**config.mk**
```make
export PLATFORM = sky130hd
export DESIGN_NAME = uart_tx
export DESIGN_NICKNAME = d
export VERILOG_FILES = /design/src/rtl/uart_tx.sv
export SDC_FILE = /design/constraint.sdc
export NUM_CORES = 1
export LEC_CHECK = 0
export ABC_CLOCK_PERIOD_IN_PS = 3800
export CORE_MARGIN = 1
export CORE_UTILIZATION = 39
export DETAILED_ROUTE_END_ITERATION = 8
export REMOVE_ABC_BUFFERS = 1
export SLEW_MARGIN = 25
export SYNTH_ARGS = -nofsm -noshare
export SYNTH_HDL_FRONTEND = slang
export SYNTH_SLANG_ARGS = --single-unit
```
**constraint.sdc**
```tcl
create_clock -name clk -period 3.8 [get_ports clk]
set_input_delay 0.38 -clock clk [delete_from_list [all_inputs] [get_ports clk]]
set_output_delay 0.38 -clock clk [all_outputs]
set_load 0.05 [all_outputs]
```
**src/rtl/uart_tx.sv**
```systemverilog
// uart_tx: 8N1 serial transmitter for the host UART link.
// One byte is accepted per `out` strobe while idle. It goes onto `tx` as a
// start bit, eight data bits LSB first, and one stop bit. Each bit lasts
// exactly CLK_DIV clock cycles. `busy` covers the whole frame. Both outputs
// come straight from flops.
module uart_tx #(
    parameter int unsigned CLK_DIV = 434
) (
    input  logic       clk,
    input  logic       nRst,
    input  logic [7:0] data,
    input  logic       out,
    output logic       busy,
    output logic       tx
);

    localparam int unsigned DIV_W = $clog2(CLK_DIV);
    localparam logic [DIV_W-1:0] DIV_LAST = DIV_W'(CLK_DIV - 1);
    localparam logic [DIV_W-1:0] DIV_ONE  = DIV_W'(1);

    typedef enum logic [1:0] {
        S_IDLE  = 2'd0,
        S_START = 2'd1,
        S_DATA  = 2'd2,
        S_STOP  = 2'd3
    } state_e;

    state_e           state_q;
    logic [DIV_W-1:0] div_q;
    logic [DIV_W-1:0] div_d;
    logic [2:0]       bit_q;
    logic [7:0]       shift_q;
    logic             tx_q;
    logic             busy_q;
    logic             bit_end_s;

    // The last cycle of a bit is reached when the divider sits at CLK_DIV-1.
    assign bit_end_s = (div_q == DIV_LAST);

    // Divider next value: wrap at the bit boundary so no bit is ever stretched.
    always_comb begin
        div_d = div_q;
        if (bit_end_s) begin
            div_d = '0;
        end else begin
            div_d = div_q + DIV_ONE;
        end
    end

    // Frame sequencer: the state, divider, bit index, shift register and both line outputs.
    always_ff @(posedge clk) begin
        if (!nRst) begin
            state_q <= S_IDLE;
            div_q   <= '0;
            bit_q   <= 3'd0;
            shift_q <= 8'h00;
            tx_q    <= 1'b1;
            busy_q  <= 1'b0;
        end else begin
            case (state_q)
                S_IDLE: begin
                    div_q  <= '0;
                    bit_q  <= 3'd0;
                    tx_q   <= 1'b1;
                    busy_q <= 1'b0;
                    if (out) begin
                        // The start bit and busy are both visible from the accepting edge.
                        shift_q <= data;
                        state_q <= S_START;
                        tx_q    <= 1'b0;
                        busy_q  <= 1'b1;
                    end else begin
                        state_q <= S_IDLE;
                    end
                end
                S_START: begin
                    div_q <= div_d;
                    if (bit_end_s) begin
                        state_q <= S_DATA;
                        bit_q   <= 3'd0;
                        tx_q    <= shift_q[0];
                    end else begin
                        tx_q <= 1'b0;
                    end
                end
                S_DATA: begin
                    div_q <= div_d;
                    if (bit_end_s) begin
                        if (bit_q == 3'd7) begin
                            state_q <= S_STOP;
                            tx_q    <= 1'b1;
                        end else begin
                            // shift_q[1] is the bit that becomes the LSB after this shift.
                            shift_q <= {1'b0, shift_q[7:1]};
                            tx_q    <= shift_q[1];
                            bit_q   <= bit_q + 3'd1;
                        end
                    end else begin
                        tx_q <= tx_q;
                    end
                end
                S_STOP: begin
                    div_q <= div_d;
                    tx_q  <= 1'b1;
                    if (bit_end_s) begin
                        state_q <= S_IDLE;
                        busy_q  <= 1'b0;
                    end else begin
                        busy_q <= 1'b1;
                    end
                end
                default: begin
                    state_q <= S_IDLE;
                    div_q   <= '0;
                    bit_q   <= 3'd0;
                    tx_q    <= 1'b1;
                    busy_q  <= 1'b0;
                end
            endcase
        end
    end

    assign busy = busy_q;
    assign tx   = tx_q;

endmodule

```
==> out/metrics.csv <==
stage,metric,value,unit
clocking,clk slew on worst S/H paths,130,ps
placement,IO Port Bufs,12,
sta,Final Hold Viols,0,
routing,WL final,2670,um
final_layout,most frequent cells in the layout,"dfxtp_1, nor2_1, clkdlybuf4s50_1",
logic_synthesis,Post-synth EDFFs,0,
placement,GPL Wtd Cong,0.846,
logic_synthesis,sequential share of the synthesized area,37.0,%
sta,fin. max-slew vios,0,
routing,DRT Pass-1 Iters,4,
power,Switching Fraction,40.9,%
clocking,clock sinks,24,
clocking,CTS tree,done,
floorplan,Starting Density,41.9,%
power,Power per Cell Area,610,nW/um2
sta,period utilization,60.8,%
global_route,total congestion overflow,0,
logic_synthesis,Yosys reg bits,24,
logic_synthesis,main flop type after synthesis,dfxtp_1,
power,Sw Pwr,370,uW
power,Sequential Power Share,38.5,%
floorplan,Core Box Area,3100,um2
clocking,PostCTS Resize Cnt,0,
final_layout,Util after Layout,47.7,%
routing,initial DRC count,57,
clocking,CTS root buf,clkbuf_4,
clocking,CTS Buf Count,3,
power,Clock power frac,12.3,%
floorplan,num ports,13,
global_route,largest net degree at the start of global routing,20,
final_layout,Reg area,480,um2
power,Pleak,0.565,nW
clocking,CTS HTree Levels,1,
global_route,Total Routing Usage GR,16.6,%
sta,Least-Margin Pin Slew,565,ps
logic_synthesis,Yosys cell types,40,
clocking,worst skew pair latency,320,ps
global_route,initial antenna violation count,0,
logic_synthesis,Cells after Synth,140,
sta,Final min period,2310,ps
critical_path,crit-path max FO,19,
floorplan,die footprint,3570,um2
global_route,vias in the first global route,984,
final_layout,layout cells sized above 1,9.93,%
critical_path,Crit. End Element,flop,
clocking,Post CTS Setup Buffer Count,0,
sta,Fin Setup TNS,0,ps
routing,WL/cell,13.7,um
sta,RSZ-0062 raised after global routing,no,
routing,vias post-DR,1047,
logic_synthesis,Mean Syn Cell Area,9.29,um2
final_layout,Final #Nets,173,
routing,DRC,0,
final_layout,Fillers,322,
power,power share of the combinational group,49.2,%
critical_path,kind of critical path,reg -> reg,
worst_hold_path,Hold Crit Class,reg -> reg,
sta,Max-slew headroom,62.2,%
final_layout,antenna cells,0,
final_layout,Multi-input gate area,773,um2
routing,DRT antenna net count,0,
floorplan,row count,20,
logic_synthesis,Post-synth ARST share,0,%
global_route,first-pass GRT wire length,4420,um
logic_synthesis,warnings from Yosys,0,
placement,detailed placer's ending HPWL,1940,um
logic_synthesis,mapped cell area,1300,um2
routing,Vias/cell,5.37,
critical_path,CP required,4010,ps
sta,Final Setup Violations,0,
critical_path,Critical Path Start Type,flop,
floorplan,Die Y,59.7,um
sta,fmax,0.433,GHz
final_layout,"leading cell type in the layout, fill and taps excluded",dfxtp_1,
sta,clock skew,7.87,ps
final_layout,P&R area growth vs syn,14.0,%
clocking,"Hold-fix buffers, CTS",0,
job,max cap viols,0,
floorplan,Die X,59.7,um
clocking,Max Buffers Root-to-Sink,2,
critical_path,worst endpoint data arrival time,2520,ps
outcome,status,finished clean,
power,internal power,534,uW
power,Max VDD drop,0.000322,V
-- per-stage QoR --
| step | instances | cell area, um2 | hold slack, ps | power [mW] | setup WS, ps |
|---|---|---|---|---|---|
| 2_1_floorplan | 136 | 1280 | 430 | 0.687 | 1880 |
| 3_3_place_gp | 192 | 1460 | 444 | 0.787 | 1630 |
| 3_5_place_dp | 192 | 1460 | 453 | 0.797 | 1530 |
| 4_1_cts | 195 | 1480 | 483 | 0.911 | 1500 |
| 5_1_grt | 195 | 1480 | 528 | 0.975 | 1310 |
| 6_report | 195 | 1480 | 479 | 0.904 | 1490 |
-- state kept, by name (all words and copies together), names as in the netlist --
| register | cells |
|---|---|
| shift_q | 8 |
| state_q | 2 |
| div_q | 9 |
| busy | 1 |
| bit_q | 3 |
| tx | 1 |
-- cells in the mapped netlist, drive strengths merged (4+ instances only) --
library cell,n,area (um2)
dfxtp,24,480
nor2,17,71.3
nand2,11,41.3
ha,9,113
and2,8,50.1
a211o,7,61.3
inv,7,26.3
nand3,6,30.0
o221a,6,67.6
a21oi,5,28.8
xnor2,4,35.0
-- final cells by class --
type | count | area share (%)
Timing Repair Buffer | 12 | 8.11
Tap cell | 44 | 3.72
Multi-Input combinational cell | 104 | 52.2
Sequential cell | 24 | 32.4
Inverter | 8 | 2.03
Clock buffer | 3 | 1.52
-- layer usage --
| metal | global-route usage [%] | up-vias | part of all wire (%) |
|---|---|---|---|
| met3 | 3.03 | 11 | 4.4 |
| li1 | - | 524 | - |
| met1 | 22.0 | 487 | 50 |
| met4 | 9.30 | 0 | 3.1 |
| met5 | 0 | - | 0 |
| met2 | 25.4 | 25 | 42 |
-- cells by family (layout without fill, tap and decap cells) --
group	Yosys count	count (layout)	synth area share, %
adders and majority gates	9	9	8.66
and+or+nand+nor	53	53	22.2
xor gates and xnor gates	7	7	4.72
muxes	4	4	3.18
DFF	24	24	37.0
AOI/OAI and AO/OA	31	31	20.7
buffers and inverters	12	23	3.56
-- power groups by stage --
stage                     Clock, mW  Combinational, mW  Sequential (mW)
after floorplan                   0              0.312            0.374
after global placement            0              0.433            0.353
after detailed placement          0              0.442            0.356
after CTS                     0.117              0.445            0.349
after global routing          0.129              0.490            0.356
final                         0.111              0.445            0.348
-- final timing paths --
kind	startpoint	endpoint	slack, ps	depth (start not counted)
hold / removal	div_q[0]	div_q[0]	480	1
setup reg to reg	state_q[0]	shift_q[1]	1490	6
setup / recovery	state_q[0]	shift_q[1]	1490	6
hold reg to reg	div_q[0]	div_q[0]	480	1
-- worst max-delay path, stage by stage (launching register included) --
cell and delay (ps):
dfxtp_1 360, inv_1 130, ha_1 530, clkinv_1 430, a31oi_4 370, nor2_4 90
o221a_2 290
Power figures use the tool's default switching activity.
